<file path="src/rtl/ram_t0_arb_ctrl.sv">
// ram_t0_arb_ctrl: shares one single-port buffer RAM between a write client
// (tensor loader) and a read client (img2col address generator). Each client
// issues a burst command (start address, beats-1), then streams over valid/ready.
// RAM pins are driven combinationally; reads account for the 1-cycle latency.

module ram_t0_arb_ctrl #(
    parameter int unsigned AW = 10,
    parameter int unsigned DW = 8,
    parameter int unsigned LW = 8
) (
    input  logic          clk,
    input  logic          rst_n,

    input  logic          wr_cmd_valid,
    output logic          wr_cmd_ready,
    input  logic [AW-1:0] wr_cmd_addr,
    input  logic [LW-1:0] wr_cmd_len,
    input  logic          wr_data_valid,
    output logic          wr_data_ready,
    input  logic [DW-1:0] wr_data,

    input  logic          rd_cmd_valid,
    output logic          rd_cmd_ready,
    input  logic [AW-1:0] rd_cmd_addr,
    input  logic [LW-1:0] rd_cmd_len,
    output logic          rd_data_valid,
    input  logic          rd_data_ready,
    output logic [DW-1:0] rd_data,
    output logic          rd_data_last,

    output logic          ram_ena,
    output logic          ram_wea,
    output logic [AW-1:0] ram_addra,
    output logic [DW-1:0] ram_dina,
    input  logic [DW-1:0] ram_douta,

    output logic          busy
);

    typedef enum logic [1:0] {
        StIdle    = 2'd0,
        StWrBurst = 2'd1,
        StRdBurst = 2'd2,
        StRdDrain = 2'd3
    } state_e;

    state_e        state_q, state_d;
    logic [AW-1:0] cur_addr_q, cur_addr_d;
    logic [LW-1:0] remaining_q, remaining_d;
    // 1: the read client was served last, so the write client wins a tie.
    logic          rr_last_rd_q, rr_last_rd_d;
    logic          rd_valid_q, rd_valid_d;

    logic          wr_grant;
    logic          rd_grant;
    logic          wr_beat;
    logic          rd_issue;
    logic          rd_accept;

    // Command arbitration in idle only; the client not served last wins a tie.
    always_comb begin
        wr_grant = 1'b0;
        rd_grant = 1'b0;
        if (state_q == StIdle) begin
            wr_grant = wr_cmd_valid && (!rd_cmd_valid || rr_last_rd_q);
            rd_grant = rd_cmd_valid && (!wr_cmd_valid || !rr_last_rd_q);
        end
    end

    // Per-cycle beat qualifiers for both data channels.
    always_comb begin
        wr_beat   = (state_q == StWrBurst) && wr_data_valid;
        // A new read may only be issued when the output slot is empty or draining now;
        // otherwise douta must hold the stalled beat.
        rd_issue  = (state_q == StRdBurst) && (!rd_valid_q || rd_data_ready);
        rd_accept = rd_valid_q && rd_data_ready;
    end

    // Next-state, address and beat-counter logic.
    always_comb begin
        state_d      = state_q;
        cur_addr_d   = cur_addr_q;
        remaining_d  = remaining_q;
        rr_last_rd_d = rr_last_rd_q;
        unique case (state_q)
            StIdle: begin
                if (wr_grant) begin
                    cur_addr_d   = wr_cmd_addr;
                    remaining_d  = wr_cmd_len;
                    rr_last_rd_d = 1'b0;
                    state_d      = StWrBurst;
                end else if (rd_grant) begin
                    cur_addr_d   = rd_cmd_addr;
                    remaining_d  = rd_cmd_len;
                    rr_last_rd_d = 1'b1;
                    state_d      = StRdBurst;
                end
            end
            StWrBurst: begin
                if (wr_beat) begin
                    cur_addr_d  = cur_addr_q + 1'b1;
                    remaining_d = remaining_q - 1'b1;
                    if (remaining_q == '0) begin
                        state_d = StIdle;
                    end
                end
            end
            StRdBurst: begin
                if (rd_issue) begin
                    cur_addr_d  = cur_addr_q + 1'b1;
                    remaining_d = remaining_q - 1'b1;
                    if (remaining_q == '0) begin
                        state_d = StRdDrain;
                    end
                end
            end
            StRdDrain: begin
                if (rd_accept) begin
                    state_d = StIdle;
                end
            end
            default: state_d = StIdle;
        endcase
    end

    // Read output slot: filled the cycle after an issue, emptied on accept.
    always_comb begin
        rd_valid_d = rd_valid_q;
        if (rd_issue) begin
            rd_valid_d = 1'b1;
        end else if (rd_data_ready) begin
            rd_valid_d = 1'b0;
        end
    end

    // State registers; reset abandons any burst in flight.
    always_ff @(posedge clk or negedge rst_n) begin
        if (!rst_n) begin
            state_q      <= StIdle;
            cur_addr_q   <= '0;
            remaining_q  <= '0;
            rr_last_rd_q <= 1'b1;
            rd_valid_q   <= 1'b0;
        end else begin
            state_q      <= state_d;
            cur_addr_q   <= cur_addr_d;
            remaining_q  <= remaining_d;
            rr_last_rd_q <= rr_last_rd_d;
            rd_valid_q   <= rd_valid_d;
        end
    end

    // Client handshakes and RAM pins.
    always_comb begin
        // Command readies are combinational from inputs, so mask them while in reset.
        wr_cmd_ready  = rst_n && wr_grant;
        rd_cmd_ready  = rst_n && rd_grant;
        wr_data_ready = (state_q == StWrBurst);

        rd_data_valid = rd_valid_q;
        rd_data       = ram_douta;
        // The final issue moves to drain, so the beat held in drain is always the last.
        rd_data_last  = rd_valid_q && (state_q == StRdDrain);

        ram_ena       = wr_beat || rd_issue;
        ram_wea       = wr_beat;
        ram_addra     = cur_addr_q;
        ram_dina      = wr_data;

        busy          = (state_q != StIdle);
    end

endmodule

</file>
<file path="config.mk">
export PLATFORM = sky130hd
export DESIGN_NAME = ram_t0_arb_ctrl
export DESIGN_NICKNAME = d
export VERILOG_FILES = /design/src/rtl/ram_t0_arb_ctrl.sv
export SDC_FILE = /design/constraint.sdc
export NUM_CORES = 1
export LEC_CHECK = 0
export CORE_MARGIN = 5
export CORE_UTILIZATION = 37
export CTS_BUF_LIST = sky130_fd_sc_hd__clkbuf_8
export DETAILED_ROUTE_END_ITERATION = 8
export MAX_ROUTING_LAYER = met4
export PLACE_DENSITY = 0.84
export SYNTH_ARGS = -nofsm -noshare
export SYNTH_HDL_FRONTEND = slang
export SYNTH_SLANG_ARGS = --single-unit
</file>
<file path="constraint.sdc">
create_clock -name clk -period 1.8 [get_ports clk]
set_clock_uncertainty 0.05 [all_clocks]
set_input_delay 0.36 -clock clk [delete_from_list [all_inputs] [get_ports clk]]
set_output_delay 0.36 -clock clk [all_outputs]
set_load 0.01 [all_outputs]
</file>
* Word level (Yosys, flattened, before mapping)
Index checks and enable logic that the tools add are counted.
Storage, ports and cells: register bits 22, latch bits 0, bits in writable memories 0, memory bits (read-only) 0, output and inout bits 34, logic and storage cells 65, memories 0
Operators by class: add/subtract/negate cells 2, multiply operators 0, divide/modulo/power cells 0, magnitude comparators 0, equality and inequality tests 9, shift-type cells 0, multiplexer cells 24, bitwise logic cells 0, reduce and logical (&&, ||, !) cells 25
Operator list (number):
- $mux 10 | 4
- $mux 8 | 4
- $pmux 10 s3 | 1
- $pmux 8 s3 | 1
- $mux 2 | 7
- $add 10x1->10 const B | 1
- $logic_and 1x1->1 | 8
- $logic_not 8->1 | 1
- $pmux 2 s4 | 1
- $sub 8x1->8 const B | 1
- $mux 1 | 6
- $ne 2x1->1 const B | 3
- $reduce_and 6->1 | 1
- $reduce_bool 2->1 | 3
- $eq 2x2->1 const B | 2
- $logic_not 1->1 | 4
- $logic_or 1x1->1 | 4
- $ne 2x2->1 const B | 2
- $reduce_and 4->1 | 1
- $ne 3x3->1 const B | 1
- $reduce_bool 3->1 | 1
- $eq 2x1->1 const B | 1
- $logic_not 2->1 | 1
- $reduce_and 2->1 | 1

* Longest topological paths before layout
word-level depth 7, mapped depth 9

* Worst setup path after synthesis
Ideal clock, no wire load.
kind flip-flop to flip-flop, start point reg state_q[0], end point reg cur_addr_q[9], in the netlist ram_addra[9], setup time 0.126 ns, data arrival time 1.831 ns, required time 1.624 ns, setup slack -0.207 ns, cell stages (with the launch flop) 9, path buffers 1, period minus slack after synthesis 2.007 ns, cells stage by stage dfrtp_1 inv_1 ha_1 buf_4 or3b_4 nand4b_4 nor2_2 mux2_4 a221o_1
Between the ends: longest elaborated chain between the ends 4
RTL lines:
- start, declared | line 47 | state_e state_q, state_d;
- start signal, assigned | line 139 | state_q <= StIdle;
- start signal, assigned | line 145 | state_q <= state_d;
- $logic_not 2->1 (tied with other cells) | line 64, 85
- $mux 1 (tied with other cells) | line 64 | if (state_q == StIdle) begin
- $ne 3x3->1 (no line) (tied with other cells)
- $reduce_and 4->1 (no line) / $pmux 10 s3 (equally long branches)
- end signal, assigned | line 146 | cur_addr_q <= cur_addr_d;
- end, declared | line 48 | logic [AW-1:0] cur_addr_q, cur_addr_d;
Parallel ways exist; a longest one is shown, timed or not. A chain may end at the register's enable or synchronous reset.

* Final worst setup path
Same ends and word-level chain as after synthesis.

==> impl_metrics.csv <==
group,metric,value,unit
drt,first_pass_iters,4,
drt,antenna_left,0,
global_route,antenna_found_initial,0,
logic_synthesis,ys_seq_elements,22,
clock_tree,clk_pin_slew,0.09,ns
logic_synthesis,syn_area_per_cell,8.63,µm²
finish,drive_above_1_share,0.384,
logic_synthesis,synth_top_cells_by_area,"dfrtp_1 30%, buf_4 7.7%, a21oi_1 6.0%",
global_route,grt_usage,0.182,
finish,regArea,552,µm²
logic_synthesis,yosysWarnings,0,
run,drv_cap,0,
setup_path,crit_fanout,4,
logic_synthesis,synthFlopType,"dfrtp_1",
global_route,grt_pass1_vias,1899,
logic_synthesis,synthArstFlopShare,1.00,
setup_path,cp_slowest_cell,"or3b_4",
drt,num_vias,1920,
drt,top_layer,"met4",
placed_design,gp_congestion,0.881,
setup_path,cp_data_arrival_time,2.10,ns
placed_design,dp_hpwl,3.82,mm
setup_path,timing.rr.end,"ram_addra[9]",
finish,antenna_cells,0,
drt,drtIter0Drc,136,
die,ios,92,
clock_tree,clock_path_buffers,2,
worst_hold_path,hold_path_class,"input port to async pin",
power_and_ir_drop,p_leak,0.00128,µW
timing,slew_viol_final,0,
die,die_h,79.0,µm
run_status,status,"complete, but fails checks",
clock_tree,cts-buffers-inserted,3,
timing,rsz0062_at_grt,"true",
finish,n_fill_cell,351,
finish,stdcell_count,343,
setup_path,worstSetupEndpointType,"register",
logic_synthesis,synth_top_area_frac,0.299,
timing,post-route-period-util,1.11,
drt,avgViaCountPerCell,5.60,
setup_path,setup.worst_path.start,"state_q[0]",
clock_tree,tritoncts,"built",
die,start_util,0.378,
timing,hold_violations,0,
die,row_count,25,
logic_synthesis,syn_area,0.00176,mm²
logic_synthesis,synth.most_common_cell,"nand2_1",
drt,drc,0,
timing,fin_crit,1.99,ns
timing,max_slew_margin,0.723,
timing,fin_ws,-0.193,ns
setup_path,cp_cell_sequence,"inv_2, ha_4, or3b_4, nand4b_4, nor2_2, mux2_4, a221o_1",
placed_design,pre_cts_ws,-0.510,ns
drt,wirelength,5.92,mm
logic_synthesis,synth_top_area_cell,"dfrtp_1",
setup_path,start_kind,"register",
global_route,grt_start_max_net_pins,25,
logic_synthesis,synth_edf_count,0,
logic_synthesis,synthCells,204,
timing,tightestPinTransition,0.410,ns
drt,met3_wirelength,439,µm
logic_synthesis,ys_types,51,
die,core_region_area,0.00466,mm²
logic_synthesis,yosysSeqAreaShare,0.313,
finish,area_delta_synth_final,68.7,%
setup_path,reg2reg_from,"state_q[0]",
drt,met2_length,3.01,mm
drt,wl_per_cell,17.3,µm
power_and_ir_drop,ir_drop,1.09,mV
die,design.die.area,0.00624,mm²
placed_design,io_buffers,59,
clock_tree,clock_sinks,22,
setup_path,max_stage_delay,0.43,ns
placed_design,numPlacedInstances,325,
global_route,overflow,0,
drt,wl_met1,2.37,mm
clock_tree,clk_latency,0.27,ns
setup_path,worstPathRequired,1.91,ns
setup_path,ff2ff_setup_slack,-0.19,ns
finish,multi_input_area,0.00124,mm²
logic_synthesis,synth_nets,269,
global_route,grt_first_pass_wirelength,8.96,mm
setup_path,worstSetupPathType,"register to register",
setup_path,reg2reg_depth,7,
power_and_ir_drop,cellPowerDensity,1980,mW/mm²
logic_synthesis,synth_top_cells_by_count,"23 x nand2_1, 21 x a21oi_1, 21 x dfrtp_1, 18 x buf_4, 13 x o21ai_0",
run_status,violations,"negative setup slack",
timing,setup_violations,23,
clock_tree,cts.htree.levels,1,
timing,max_freq,0.502,GHz
die,die_w,79.0,µm
finish,final_nets,355,
clock_tree,root_buffer,"clkbuf_8",
layout make-up:
class                           count  share of cell area
Tap cell                           54              0.0228
Multi-Input combinational cell    148               0.417
Timing Repair Buffer              106               0.339
Clock inverter                      1              0.0101
Clock buffer                        3              0.0139
Sequential cell                    22               0.186
Inverter                            9              0.0114
cell families after synthesis:
family / Yosys count / synth area share
multiplexers: 13 / 0.0824
AO/OA/AOI/OAI: 64 / 0.238
flip-flops: 22 / 0.313
buffers and inverters: 35 / 0.123
AND/OR/NAND/NOR: 63 / 0.193
adder cells (fa/ha/maj): 7 / 0.0497
cells in the final DEF (no fill, tap or decap), types with 3 or more instances in the layout:
cell type / n
a21oi_1: 15
a21oi_2: 6
a221o_1: 4
buf_2: 3
buf_4: 32
buf_6: 14
clkbuf_8: 3
clkdlybuf4s50_1: 50
dfrtp_1: 21
ha_1: 3
ha_4: 4
inv_1: 6
inv_2: 3
mux2_4: 9
mux2i_1: 3
nand2_1: 23
nand2b_1: 4
nand3_1: 6
nor2_1: 4
nor3_1: 4
o21ai_1: 7
o21ai_2: 5
o22ai_2: 3
critical path: cells and delay by family (launching register included):
family | cells | cell delay, ns
compound gates | 1 | 0.29
fa+ha+maj | 1 | 0.16
buf+inv | 1 | 0.09
flops | 1 | 0.41
mux | 1 | 0.25
simple gates | 3 | 0.61
power breakdown:
| part | internal [µW] | switching (µW) | leakage, µW | total (µW) |
|---|---|---|---|---|
| Sequential | 780 | 236 | 0.000257 | 1020 |
| Combinational | 2300 | 2100 | 0.000991 | 4390 |
| Clock | 298 | 182 | 0.0000357 | 480 |
how the worst max path moves through the flow:
stage / to / slack (ns) / cells after the start
finish: ram_addra[9] / -0.19 / 7
global route: ram_addra[9] / -0.25 / 7
CTS: ram_addra[9] / -0.15 / 7
detailed placement: wr_cmd_ready / -0.51 / 5
global placement: wr_cmd_ready / -0.50 / 5
floorplan: ram_addra[9] / -0.20 / 8
flip-flops by register name (all words and copies together), names as in the netlist:
register,cells
rd_data_valid,1
rr_last_rd_q,1
state_q,2
remaining_q,8
ram_addra,10
stage by stage:
step | total power (µW) | hold slack, ns | setup TNS (ns) | utilization | area (µm²)
after floorplan | 3010 | 0.0144 | -1.47 | - | 1770
after global placement | 4180 | 0.489 | -7.35 | 0.537 | 2500
after detailed placement | 4300 | 0.503 | -8.28 | 0.537 | 2500
after CTS | 5290 | 0.432 | -0.655 | 0.600 | 2800
after global routing | 6270 | 0.505 | -3.67 | 0.637 | 2970
final | 5890 | 0.457 | -1.56 | 0.637 | 2970
timing repair:
| action | in CTS | in global routing |
|---|---|---|
| hold buffers | 0 | 0 |
| gates resized for setup | 63 | 46 |
| cloned | 1 | 1 |
| pin swaps | 12 | 12 |
| setup endpoints to repair | 26 | 27 |
| setup buffers | 7 | 7 |
per-layer routing:
layer	track usage	vias up
met1	0.216	911
met5	-	-
met4	0.0447	0
met3	0.0476	10
li1	-	907
met2	0.311	92
No activity file was read; power rests on OpenSTA's default activity.
